**src/rtl/vga_timing_pkg.sv**
```systemverilog
// rtl/vga_timing_pkg.sv - VGA mode parameter sets and timing helper functions
package vga_timing_pkg;

    typedef struct packed {
        int unsigned active;
        int unsigned fp;
        int unsigned sync;
        int unsigned bp;
    } axis_mode_t;

    typedef struct packed {
        axis_mode_t h;
        axis_mode_t v;
        bit         h_pol;
        bit         v_pol;
    } vga_mode_t;

    localparam vga_mode_t SVGA_800x600_60 = '{
        h: '{active: 800, fp: 40, sync: 128, bp: 88},
        v: '{active: 600, fp: 1,  sync: 4,   bp: 23},
        h_pol: 1'b1, v_pol: 1'b1
    };

    localparam vga_mode_t VGA_640x480_60 = '{
        h: '{active: 640, fp: 16, sync: 96, bp: 48},
        v: '{active: 480, fp: 10, sync: 2,  bp: 33},
        h_pol: 1'b0, v_pol: 1'b0
    };

    function automatic int unsigned axis_total(int unsigned active, int unsigned fp,
                                               int unsigned sync, int unsigned bp);
        return active + fp + sync + bp;
    endfunction

    // Counter width needed to represent 0..total-1.
    function automatic int unsigned cw_for(int unsigned total);
        return (total <= 1) ? 1 : $clog2(total);
    endfunction

endpackage

```
**src/rtl/vga_timing_gen_if.sv**
```systemverilog
// rtl/vga_timing_gen_if.sv - raster timing bundle between generator and pixel consumers
interface vga_timing_gen_if #(
    parameter int unsigned CW  = 11,
    parameter int unsigned FCW = 8
);
    logic           en;
    logic           hsync;
    logic           vsync;
    logic           display;
    logic [CW-1:0]  x;
    logic [CW-1:0]  y;
    logic           line_start;
    logic           frame_start;
    logic [FCW-1:0] frame_cnt;

    modport master (
        input  en,
        output hsync, vsync, display, x, y, line_start, frame_start, frame_cnt
    );

    modport slave (
        output en,
        input  hsync, vsync, display, x, y, line_start, frame_start, frame_cnt
    );
endinterface

```
**src/rtl/vga_axis_counter.sv**
```systemverilog
// rtl/vga_axis_counter.sv - one raster axis: position counter with sync/active decode
module vga_axis_counter
    import vga_timing_pkg::*;
#(
    parameter int unsigned ACTIVE = 800,
    parameter int unsigned FP     = 40,
    parameter int unsigned SYNC   = 128,
    parameter int unsigned BP     = 88,
    parameter bit          POL    = 1'b1,
    parameter int unsigned CW     = 11
) (
    input  logic          clk,
    input  logic          rst_n,
    input  logic          step,
    output logic [CW-1:0] cnt,
    output logic          wrap,
    output logic          sync,
    output logic          active
);
    localparam int unsigned   TOTAL      = axis_total(ACTIVE, FP, SYNC, BP);
    localparam logic [CW-1:0] LAST       = CW'(TOTAL - 1);
    localparam logic [CW-1:0] SYNC_FIRST = CW'(ACTIVE + FP);
    localparam logic [CW-1:0] SYNC_LAST  = CW'(ACTIVE + FP + SYNC - 1);
    localparam logic [CW-1:0] ACT_END    = CW'(ACTIVE);

    // wrap is the terminal-count flag; the caller gates it with its own step.
    assign wrap   = (cnt == LAST);
    assign sync   = (cnt >= SYNC_FIRST && cnt <= SYNC_LAST) ? POL : ~POL;
    assign active = (cnt < ACT_END);

    always_ff @(posedge clk or negedge rst_n) begin
        if (!rst_n) begin
            cnt <= '0;
        end else if (step) begin
            cnt <= wrap ? '0 : cnt + 1'b1;
        end
    end
endmodule

```
**src/rtl/vga_timing_gen.sv**
```systemverilog
// rtl/vga_timing_gen.sv - two-axis VGA timing generator with registered, mutually aligned outputs
module vga_timing_gen
    import vga_timing_pkg::*;
#(
    parameter int unsigned H_ACTIVE = SVGA_800x600_60.h.active,
    parameter int unsigned H_FP     = SVGA_800x600_60.h.fp,
    parameter int unsigned H_SYNC   = SVGA_800x600_60.h.sync,
    parameter int unsigned H_BP     = SVGA_800x600_60.h.bp,
    parameter int unsigned V_ACTIVE = SVGA_800x600_60.v.active,
    parameter int unsigned V_FP     = SVGA_800x600_60.v.fp,
    parameter int unsigned V_SYNC   = SVGA_800x600_60.v.sync,
    parameter int unsigned V_BP     = SVGA_800x600_60.v.bp,
    parameter bit          H_POL    = SVGA_800x600_60.h_pol,
    parameter bit          V_POL    = SVGA_800x600_60.v_pol,
    parameter int unsigned CW       = 11,
    parameter int unsigned FCW      = 8
) (
    input logic               clk,
    input logic               rst_n,
    vga_timing_gen_if.master  vif
);
    localparam int unsigned H_TOTAL = axis_total(H_ACTIVE, H_FP, H_SYNC, H_BP);
    localparam int unsigned V_TOTAL = axis_total(V_ACTIVE, V_FP, V_SYNC, V_BP);

    if (CW < cw_for(H_TOTAL) || CW < cw_for(V_TOTAL)) begin : g_cw_check
        $error("vga_timing_gen: CW too narrow for H_TOTAL/V_TOTAL");
    end

    logic [CW-1:0] h_cnt, v_cnt;
    logic          h_wrap, v_wrap, h_sync, v_sync, h_act, v_act;

    vga_axis_counter #(
        .ACTIVE(H_ACTIVE), .FP(H_FP), .SYNC(H_SYNC), .BP(H_BP), .POL(H_POL), .CW(CW)
    ) u_h (
        .clk(clk), .rst_n(rst_n), .step(vif.en),
        .cnt(h_cnt), .wrap(h_wrap), .sync(h_sync), .active(h_act)
    );

    vga_axis_counter #(
        .ACTIVE(V_ACTIVE), .FP(V_FP), .SYNC(V_SYNC), .BP(V_BP), .POL(V_POL), .CW(CW)
    ) u_v (
        .clk(clk), .rst_n(rst_n), .step(vif.en & h_wrap),
        .cnt(v_cnt), .wrap(v_wrap), .sync(v_sync), .active(v_act)
    );

    // Outputs sample the pre-increment counter decode, so every pin lags the counters by one en cycle.
    always_ff @(posedge clk or negedge rst_n) begin
        if (!rst_n) begin
            vif.x           <= '0;
            vif.y           <= '0;
            vif.display     <= 1'b0;
            vif.hsync       <= ~H_POL;
            vif.vsync       <= ~V_POL;
            vif.line_start  <= 1'b0;
            vif.frame_start <= 1'b0;
            vif.frame_cnt   <= '0;
        end else if (vif.en) begin
            vif.x           <= h_cnt;
            vif.y           <= v_cnt;
            vif.display     <= h_act & v_act;
            vif.hsync       <= h_sync;
            vif.vsync       <= v_sync;
            vif.line_start  <= (h_cnt == '0);
            vif.frame_start <= (h_cnt == '0) && (v_cnt == '0);
            if (h_wrap && v_wrap) begin
                vif.frame_cnt <= vif.frame_cnt + 1'b1;
            end
        end else begin
            vif.line_start  <= 1'b0;
            vif.frame_start <= 1'b0;
        end
    end
endmodule

```
**src/flat_wrapper.sv**
```systemverilog
// flat-port wrapper written by rule: the top's interface ports become plain ports
module vga_timing_gen_flat import vga_timing_pkg::*;
#(
    parameter int unsigned H_ACTIVE = SVGA_800x600_60.h.active,
    parameter int unsigned H_FP     = SVGA_800x600_60.h.fp,
    parameter int unsigned H_SYNC   = SVGA_800x600_60.h.sync,
    parameter int unsigned H_BP     = SVGA_800x600_60.h.bp,
    parameter int unsigned V_ACTIVE = SVGA_800x600_60.v.active,
    parameter int unsigned V_FP     = SVGA_800x600_60.v.fp,
    parameter int unsigned V_SYNC   = SVGA_800x600_60.v.sync,
    parameter int unsigned V_BP     = SVGA_800x600_60.v.bp,
    parameter bit          H_POL    = SVGA_800x600_60.h_pol,
    parameter bit          V_POL    = SVGA_800x600_60.v_pol,
    parameter int unsigned CW       = 11,
    parameter int unsigned FCW      = 8
)
  (clk, rst_n, vif_en, vif_hsync, vif_vsync, vif_display, vif_x, vif_y, vif_line_start, vif_frame_start, vif_frame_cnt);
  vga_timing_gen_if #(.CW(CW), .FCW(FCW)) vif_i ();
  input logic clk;
  input logic rst_n;
  input wire logic [$bits(vif_i.en)-1:0] vif_en;
  output wire logic [$bits(vif_i.hsync)-1:0] vif_hsync;
  output wire logic [$bits(vif_i.vsync)-1:0] vif_vsync;
  output wire logic [$bits(vif_i.display)-1:0] vif_display;
  output wire logic [$bits(vif_i.x)-1:0] vif_x;
  output wire logic [$bits(vif_i.y)-1:0] vif_y;
  output wire logic [$bits(vif_i.line_start)-1:0] vif_line_start;
  output wire logic [$bits(vif_i.frame_start)-1:0] vif_frame_start;
  output wire logic [$bits(vif_i.frame_cnt)-1:0] vif_frame_cnt;
  assign vif_i.en = vif_en;
  assign vif_hsync = vif_i.hsync;
  assign vif_vsync = vif_i.vsync;
  assign vif_display = vif_i.display;
  assign vif_x = vif_i.x;
  assign vif_y = vif_i.y;
  assign vif_line_start = vif_i.line_start;
  assign vif_frame_start = vif_i.frame_start;
  assign vif_frame_cnt = vif_i.frame_cnt;
  vga_timing_gen #(.H_ACTIVE(H_ACTIVE), .H_FP(H_FP), .H_SYNC(H_SYNC), .H_BP(H_BP), .V_ACTIVE(V_ACTIVE), .V_FP(V_FP), .V_SYNC(V_SYNC), .V_BP(V_BP), .H_POL(H_POL), .V_POL(V_POL), .CW(CW), .FCW(FCW)) u_core (.clk(clk), .rst_n(rst_n), .vif(vif_i));
endmodule
```
**config.mk**
```make
export PLATFORM = sky130hd
export DESIGN_NAME = vga_timing_gen_flat
export DESIGN_NICKNAME = d
export VERILOG_FILES = /design/src/rtl/vga_timing_pkg.sv /design/src/rtl/vga_timing_gen_if.sv /design/src/rtl/vga_axis_counter.sv /design/src/rtl/vga_timing_gen.sv /design/src/flat_wrapper.sv
export SDC_FILE = /design/constraint.sdc
export NUM_CORES = 1
export LEC_CHECK = 0
export ABC_CLOCK_PERIOD_IN_PS = 4400
export BUFFER_PORTS_ARGS = -buffer_cell sky130_fd_sc_hd__buf_4
export CORE_MARGIN = 5
export CORE_UTILIZATION = 59
export DETAILED_ROUTE_END_ITERATION = 7
export HOLD_SLACK_MARGIN = 0.02
export PLACE_DENSITY_LB_ADDON = 0.05
export SYNTH_ARGS = -nofsm -noshare
export SYNTH_HDL_FRONTEND = slang
export SYNTH_SLANG_ARGS = --single-unit
```
**constraint.sdc**
```tcl
create_clock -name clk -period 4.4 [get_ports clk]
set_clock_uncertainty 0.05 [all_clocks]
set_input_delay 0.88 -clock clk [delete_from_list [all_inputs] [get_ports clk]]
set_output_delay 0.88 -clock clk [all_outputs]
set_load 0.05 [all_outputs]
```
Word level (Yosys, flattened, before mapping). Index checks and enable logic that the tools add are counted.

Bits in read-only memories: 0. Word-level logic and storage cells: 36. Output and inout bits: 35. Bits of input ports: 3. Memories: 0. Bits in registers: 57. Memory bits (writable): 0. Latch bits: 0.

Eq/ne operators: 2. $add $sub $neg: 3. Bitwise operators: 2. Reduce and logical (&&, ||, !) cells: 7. $mul: 0. $lt $le $gt $ge: 6. Div/mod/pow operators: 0. Muxes and demuxes: 6. Shift operators: 0.

Operator list (number): $add A11 B1 Y11 const B (2); $ge A11 B10 Y1 const B (2); $le A11 B10 Y1 const B (2); $logic_not A11 Y1 (2); $lt A11 B10 Y1 const B (2); $mux W11 (2); $eq A11 B10 Y1 const B (1); $eq A11 B11 Y1 const B (1); $add A8 B1 Y8 const B (1); $logic_and A1 B1 Y1 (4); $mux W1 (4); $and A1 B1 Y1 (2); $reduce_and A2 Y1 (1).

Depth between registers and ports, before layout. Gate-level depths: netlist of run 1.

Word-level depth: 3. Mapped depth: 7. Mapped depth without buffers: 6.

Cells and area by module. A second synthesis of run 1 with hierarchy kept.

Cell total of the unflattened synthesis: 233. Area total of the unflattened synthesis: 2756.4 sq um.

Modules (own cells, without submodules): vga_timing_gen (sequential area each 875.8 sq um, cells an instance 94, instances 1, area an instance 1412.6 sq um); vga_axis_counter (u_core.u_v) (sequential area each 275.3 sq um, cells an instance 75, instances 1, area an instance 728.2 sq um); vga_axis_counter (u_core.u_h) (sequential area each 275.3 sq um, cells an instance 64, instances 1, area an instance 615.6 sq um).

Worst setup path before layout of run 1. Ideal clock, no wire load.

Path kind: input port to flip-flop. Start: in vif_en. End: reg u_core.vif.frame_cnt[4]. Arrival: 2.291 ns. Data required time: 4.268 ns. Path buffers: 3. Path slack: 1.977 ns. Stages: 7. Library setup time: 0.082 ns. Path through: buf_2 -> and4_1 -> clkbuf_1 -> nand3_1 -> buf_2 -> nor3_1 -> xor2_1.

Longest elaborated chain between the ends: 1.

Ends and longest elaborated chain: from (decl) (RTL line flat_wrapper.sv:21) `input wire logic [$bits(vif_i.en)-1:0] vif_en;`; $reduce_and A2 Y1 (no source line); to (signal assigned) (RTL line vga_timing_gen.sv:66) `vif.frame_cnt <= vif.frame_cnt + 1'b1;`; to (decl) (RTL line vga_timing_gen_if.sv:18) `output hsync, vsync, display, x, y, line_start, frame_start, frame_cnt`.

No other way between the ends. A chain may end at the register's enable or synchronous reset.

Worst setup path after layout of run 1.
Start: in vif_en. End: reg u_core.vif.frame_cnt[1].

Same word-level chain as after synthesis.

==> impl_metrics.toml, run 1 <==
[detailed_routing]
dr.pass1.iters = 4
num_vias = 1855
remaining_drc_errors = 0
drtAntennaViolNets = 0
drt_wl_total_um = 5140
drt_iter0_drc = 136
viasPerCell = 5.73
routedWlPerCell_um = 15.9

[clock_tree]
clk_pin_slew_ns = 0.06
cts_tree = "built"
insertion_delay_ns = 0.33
cts_resized = 0
htreeDepth = 3
postCtsSetupRepairBufs = 0
clk_path_buf_depth = 2
cts_sinks = 57
holdBufCountCts = 0
cts_made_buffers = 9
cts-root-buf = "clkbuf_8"

[synthesis]
synth_nets = 242
syn_area_um2 = 2670
yosys.area.top_type = "dfrtp_1"
yosys_warnings = 0
synth-main-ff-cell = "dfrtp_1"
synth-async-reset-ratio_pct = 100
yosysSeqAreaShare_pct = 53.4
yosysTopAreaCellShare_pct = 53.4
synth_edf_count = 0
yosysMostFrequentCell = "dfrtp_1"
synth_area_leaders = "dfrtp_1 53%, mux2_2 9.3%, xor2_1 4.6%"
netlist_instances = 233
synth_area_per_cell_um2 = 11.5
synth.cells.most_frequent = "57 x dfrtp_1, 22 x mux2_2, 16 x nand2_1, 14 x xor2_1"
synth_cell_types = 44
ys_ff_latch = 57

[grt]
top_usage_layer = "met2"
met2_usage_pct = 30.6
grt-ovfl-total = 0
grt_max_degree = 58
grt_usage_pct = 19.6
gr-usage-met1_pct = 25.8
grt_first_pass_wirelength_um = 9380
grt_pass1_vias = 1926
antenna_found_initial = 0
grtUsageMet3_pct = 6.79

[timing]
min_period_over_period_pct = 51.9
finalSetupTns_ns = 0
setup_viol = 0
max_freq_mhz = 438
finalCriticalPeriod_ns = 2.29
drv_slew = 0
rsz0062_at_grt = "false"
hold_violations = 0
slew-limit-headroom_pct = 54.1
tightest_slew_ns = 0.689

[placed_design]
globalplace.congestion = 0.759
dp_hpwl_um = 3490
port_buffers = 37

[layout]
drive_gt1_share_pct = 31.3
utilization_pct = 71.6
nNetsFinal = 276
area_growth_pct = 17.6
fillCellCount = 335
n_antenna_cell = 0

[floorplanning]
core_area_um2 = 4380
fp.dieH_um = 77.3
boundaryPins = 38
dieArea_um2 = 5970
initial_utilization_pct = 60.9
die_w_um = 77.3
rows = 24

[critical_path]
worstPathCellList = "buf_4 -> and4_1 -> nand3_1 -> buf_4 -> nor2_1 -> mux2_1"
crit_top_cell = "buf_4"
cp.required_ns = 4.57
critPathKind = "in2reg"
startpoint_type = "input pin"
setup.worst_path.end_class = "register"
path_max_fanout = 36
cp_data_arrival_time_ns = 2.45
critPathMaxStageDelay_ns = 0.35
crit_slowest_cell = "buf_4"
ff2ff_path_depth = 4

[status]
status = "finished, final reports clean"

[pwr]
powerDensity_nw_per_um2 = 421
p_leak_nw = 1.53
peakVddDrop_mv = 0.381

[job]
maxCapViolations = 0

[min_path]
holdPathStages = 1
min_path_type = "reg2reg"
-- sequential cells by signal (all words and copies together), names as in the netlist, 8 cells and up --
signal / cells
u_core.u_h.cnt: 11
u_core.u_v.cnt: 11
u_core.vif.frame_cnt: 8
u_core.vif.x: 11
u_core.vif.y: 11
-- path summary, 6_finish.rpt --
kind                                    startpoint                 endpoint  slack [ns]
max in group asynchronous                    rst_n    u_core.vif.line_start        3.29
setup reg to reg                 u_core.u_v.cnt[8]  u_core.vif.frame_cnt[1]        2.15
hold / removal             u_core.vif.frame_cnt[7]  u_core.vif.frame_cnt[7]        0.42
hold reg to reg            u_core.vif.frame_cnt[7]  u_core.vif.frame_cnt[7]        0.42
min in group asynchronous                    rst_n  u_core.vif.frame_cnt[5]        0.55
setup / recovery                            vif_en  u_core.vif.frame_cnt[1]        2.11
-- where the power goes --
part           internal, W  leakage, nW  switching (W)  total [W]
Combinational    0.0000855        0.694       0.000149   0.000235
Sequential        0.000573        0.735      0.0000551   0.000628
Clock             0.000264        0.102       0.000193   0.000457
Total             0.000923         1.53       0.000397    0.00132
-- final cells by class --
type                    instances  area, um^2  area share (%)
clock buffers                  14         183            5.82
clock inverters                 2        10.0           0.319
flip-flops and latches         57        1430            45.5
multi-input cells             151        1130            36.0
well taps                      52        65.1            2.07
inverters                      10        37.5            1.20
repair buffers                 38         285            9.09
-- cells in the final DEF, fill, tap and decap left out, types with 6 or more instances in the layout --
cell type  count
mux2_2        22
nor2_1         8
dfrtp_1       57
nand2_1       16
nand3_1       10
inv_1         10
and3_1         6
ha_1           6
clkbuf_8      13
a21oi_1        9
xor2_1        14
buf_4         38
-- per-stage QoR --
step / cell area, um^2 / power (W) / worst slack (ns) / hold WS [ns] / cells
3_5_place_dp: 2950 / 0.000874 / 1.75 / 0.413 / 308
5_1_grt: 3140 / 0.00140 / 2.00 / 0.453 / 324
3_3_place_gp: 2950 / 0.000871 / 1.81 / 0.412 / 308
6_report: 3140 / 0.00132 / 2.11 / 0.417 / 324
2_1_floorplan: 2670 / 0.000801 / 1.98 / 0.445 / 233
4_1_cts: 3140 / 0.00133 / 2.11 / 0.421 / 324
-- metal layers --
layer  part of all wire (%)  up-vias
met2                     51       55
met1                     43      899
met5                      0        -
met3                    5.6        4
li1                       -      897
met4                   0.64        0
-- logic make-up (layout without fill, tap and decap cells) --
| logic type | Yosys count | in the layout | synth area share (%) |
|---|---|---|---|
| DFF | 57 | 57 | 53.4 |
| and+or+nand+nor | 76 | 76 | 17.5 |
| muxes | 24 | 24 | 10.1 |
| xor gates and xnor gates | 18 | 18 | 5.91 |
| AOI/OAI and AO/OA | 27 | 27 | 6.09 |
| buffers and inverters | 25 | 64 | 4.17 |
| adders and majority gates | 6 | 6 | 2.81 |
-- critical path, delay by kind of cell --
family                 cells  cell delay, ns
buffers and inverters      2            0.58
muxes                      1            0.34
and+or+nand+nor            3            0.64
(Power assumes the default switching activity.)
==> run 2: changes to the inputs <==
Settings changed: ABC_CLOCK_PERIOD_IN_PS 4400 to 2000, CORE_UTILIZATION 59 to 51.
Clock period 4.4 ns to 2 ns, I/O delays scaled along.
==> impl_metrics.toml, run 2 (synthesis results as in run 1) <==
[status]
status = "finished, final reports clean"

[timing]
hold_violations = 0
rsz0062_at_grt = "false"
drv_slew = 0
finalCriticalPeriod_ns = 1.93
hold_ws_ns = 0.0735
setup_viol = 0
tightest_slew_ns = 0.701
max_freq_mhz = 517
min_period_over_period_pct = 96.7
slew-limit-headroom_pct = 53.3

[placed_design]
placedCellCount = 352
place_area_um2 = 3180
port_buffers = 37
globalplace.congestion = 0.878
dp_hpwl_um = 3880

[floorplanning]
fp.dieH_um = 82.3
core_area_um2 = 5110
initial_utilization_pct = 52.3
dieArea_um2 = 6780
boundaryPins = 38
rows = 26
die_w_um = 82.3

[job]
maxCapViolations = 0

[grt]
grt_first_pass_wirelength_um = 9580
antenna_found_initial = 0
grt_usage_pct = 18.9
grt_max_degree = 58
grt_pass1_vias = 2034
grt-ovfl-total = 0

[detailed_routing]
drt_iter0_drc = 77
dr.pass1.iters = 4
drt_wl_total_um = 5490
remaining_drc_errors = 0
num_vias = 1924
routedWlPerCell_um = 14.9
drtAntennaViolNets = 0
viasPerCell = 5.23

[clock_tree]
cts_made_buffers = 9
postCtsSetupRepairBufs = 0
cts_resized = 0
htreeDepth = 3
holdBufCountCts = 0
insertion_delay_ns = 0.33
cts-root-buf = "clkbuf_8"
cts_tree = "built"
clk_path_buf_depth = 2
cts_sinks = 57
clk_pin_slew_ns = 0.07

[critical_path]
crit_slowest_cell = "or4_4"
setup.worst_path.end_class = "register"
critPathMaxStageDelay_ns = 0.52
path_max_fanout = 8
cp_data_arrival_time_ns = 2.10
ff2ff_path_depth = 4
r2r_end = "u_core.vif.frame_cnt[1]"
worstPathCellList = "or3_4 -> or4_4 -> nor2_4 -> mux2_4"
startpoint = "u_core.u_v.cnt[7]"
startpoint_type = "register"
path_buf_inv = 0
critPathKind = "reg2reg"
r2r_slack_ns = 0.07
r2r_start = "u_core.u_v.cnt[7]"
cp.required_ns = 2.17
path_delay_family = "simple AND/OR/NAND/NOR gates"

[layout]
utilization_pct = 66.4
area_growth_pct = 27.1
n_antenna_cell = 0
seq_area_um2 = 1430
final_cell_mix = "64 x buf_4, 57 x dfrtp_1, 22 x mux2_2, 16 x nand2_1, 14 x xor2_1"
drive_gt1_share_pct = 38.6
fillCellCount = 421
multi_input_area_um2 = 1150
nNetsFinal = 302
mostFrequentLayoutCell = "buf_4"
design_area_um2 = 3390
layoutNonFillerInstCount = 368

[pwr]
peakVddDrop_mv = 0.893
powerDensity_nw_per_um2 = 895
p_leak_nw = 1.66

[min_path]
min_path_type = "in2async"
==> run 2: cell type report <==
cell class | count | area share [%]
clock buffers | 14 | 5.09
clock inverters | 2 | 1.03
inverters | 10 | 1.11
multi-input cells | 151 | 33.9
flip-flops and latches | 57 | 42.1
well taps | 70 | 2.58
repair buffers | 64 | 14.2
==> run 2: power breakdown <==
| part | internal, W | leakage (nW) | switching (W) |
|---|---|---|---|
| clock | 0.000676 | 0.107 | 0.000434 |
| combinational | 0.000203 | 0.821 | 0.000341 |
| sequential | 0.00126 | 0.735 | 0.000120 |
| total | 0.00214 | 1.66 | 0.000895 |
==> run 2: metal layers <==
metal	up-vias	share of wire [%]	global-route usage [%]
li1	943	-	-
met1	936	44	24.6
met2	35	50	29.8
met3	10	3.8	3.80
met4	0	1.5	9.80
met5	-	0	0
==> run 2: worst max-delay path by stage <==
stage | endpoint | slack (ns) | cells after the start
floorplan | u_core.vif.frame_cnt[1] | -0.002 | 6
global placement | u_core.vif.frame_cnt[1] | 0.10 | 4
detailed placement | u_core.vif.frame_cnt[1] | 0.08 | 4
CTS | u_core.vif.frame_cnt[1] | 0.06 | 4
global route | u_core.vif.frame_cnt[7] | 0.004 | 4
finish | u_core.vif.frame_cnt[1] | 0.07 | 4
==> run 2: stage by stage <==
stage	power [W]	setup slack, ns	setup TNS (ns)
after detailed placement	0.00194	0.0784	0
after global routing	0.00319	0.00390	0
after CTS	0.00307	0.0642	0
after global placement	0.00194	0.103	0
final	0.00304	0.0654	0
after floorplan	0.00176	-0.00219	-0.00219
==> run 3: changes to the inputs <==
Settings changed: REMOVE_ABC_BUFFERS set to 1.
==> impl_metrics.toml, run 3 (synthesis results as in run 1) <==
[status]
status = "finished, final reports clean"

[grt]
grt_pass1_vias = 1984
antenna_found_initial = 0
grt_max_degree = 58
grt_first_pass_wirelength_um = 9450
grt-ovfl-total = 0
grt_usage_pct = 18.6

[timing]
tightest_slew_ns = 0.705
slew-limit-headroom_pct = 53.0
min_period_over_period_pct = 95.4
setup_viol = 0
rsz0062_at_grt = "false"
setup_ws_ns = 0.0919
max_freq_mhz = 524
hold_violations = 0
finalCriticalPeriod_ns = 1.91
drv_slew = 0

[clock_tree]
insertion_delay_ns = 0.34
clk_path_buf_depth = 2
cts_sinks = 57
cts_tree = "built"
htreeDepth = 3
clk_pin_slew_ns = 0.07
cts-root-buf = "clkbuf_8"
cts_made_buffers = 9

[floorplanning]
fp.dieH_um = 82.3
dieArea_um2 = 6780
boundaryPins = 38
rows = 26
initial_utilization_pct = 52.3
core_area_um2 = 5110
die_w_um = 82.3

[layout]
area_growth_pct = 27.1
mostFrequentLayoutCell = "buf_4"
seq_area_um2 = 1430
multi_input_area_um2 = 1130
fillCellCount = 415
drive_gt1_share_pct = 38.2
layoutNonFillerInstCount = 371
final_cell_mix = "66 x buf_4, 57 x dfrtp_1, 22 x mux2_2, 16 x nand2_1, 14 x xor2_1"
nNetsFinal = 305
n_antenna_cell = 0
design_area_um2 = 3390
utilization_pct = 66.4

[detailed_routing]
drt_iter0_drc = 91
remaining_drc_errors = 0
drt_wl_total_um = 5500
dr.pass1.iters = 4
viasPerCell = 5.29
routedWlPerCell_um = 14.8
drtAntennaViolNets = 0
num_vias = 1961

[placed_design]
place_area_um2 = 3200
port_buffers = 37
pre_cts_ws_ns = -0.0506
placedCellCount = 355
dp_hpwl_um = 3870
globalplace.congestion = 0.872

[critical_path]
cp.required_ns = 2.17
startpoint_type = "register"
cp_data_arrival_time_ns = 2.08
path_max_fanout = 8
critPathKind = "reg2reg"
setup.worst_path.end_class = "register"

[pwr]
peakVddDrop_mv = 0.603
p_leak_nw = 1.68
power.total_w = 0.00299
powerDensity_nw_per_um2 = 881

[job]
maxCapViolations = 0

[min_path]
min_path_type = "in2async"
==> run 3: cell count changes in the layout (fill, tap and decap cells not counted), sizes merged <==
cell | before | now
buf | 64 | 67
bufinv | 1 | 0
clkinv | 1 | 2
==> run 3: final timing paths <==
| path | start | cells past startpoint | endpoint | slack, ns |
|---|---|---|---|---|
| max | u_core.u_v.cnt[0] | 5 | u_core.vif.frame_cnt[1] | 0.09 |
| min | rst_n | 1 | u_core.vif.frame_cnt[4] | 0.05 |
| max reg2reg | u_core.u_v.cnt[0] | 5 | u_core.vif.frame_cnt[1] | 0.09 |
| min reg2reg | u_core.vif.frame_cnt[7] | 1 | u_core.vif.frame_cnt[7] | 0.42 |
| max in group asynchronous | rst_n | 1 | u_core.vif.display | 1.37 |
| min in group clk | vif_en | 2 | u_core.u_h.cnt[0] | 0.31 |
==> run 3: layer usage <==
layer	global-route usage, %	vias to the layer above	share of wire (%)	wire, um
met1	24.1	958	45	2480
met5	0	-	0	0
met2	29.2	39	48	2660
li1	-	954	-	-
met4	8.80	0	2.1	118
met3	4.56	10	4.3	237
==> run 3: what timing repair did <==
item	4_1_cts	5_1_grt
resized for setup	1	0
buffers inserted	0	0
endpoints found under the setup margin	2	0
hold buffers	0	0
hold endpoints to repair	0	0
==> run 3: final cells by class <==
cell class	instances	area share, %
clock buffers	14	5.38
clock inverters	2	0.295
inverters	10	1.11
multi-input cells	151	33.4
flip-flops and latches	57	42.0
well taps	70	2.58
repair buffers	67	15.2
==> run 3: report_power, final <==
part / internal [W] / switching (W)
clock network: 0.000581 / 0.000445
logic: 0.000237 / 0.000385
registers: 0.00126 / 0.0000801
==> run 3: critical path, cell delays in order (launching register included) <==
cell and delay, ns:
dfrtp_1 0.35, ha_1 0.20, nand3_1 0.09, or4_4 0.64, nor2_2 0.14, mux2_1 0.33
==> run 3: stage by stage <==
stage / setup TNS (ns) / hold slack [ns]
CTS: 0 / 0.0962
global placement: -0.0243 / 0.410
detailed placement: -0.0506 / 0.418
floorplan: -0.133 / 0.0544
finish: 0 / 0.0545
global route: 0 / 0.123
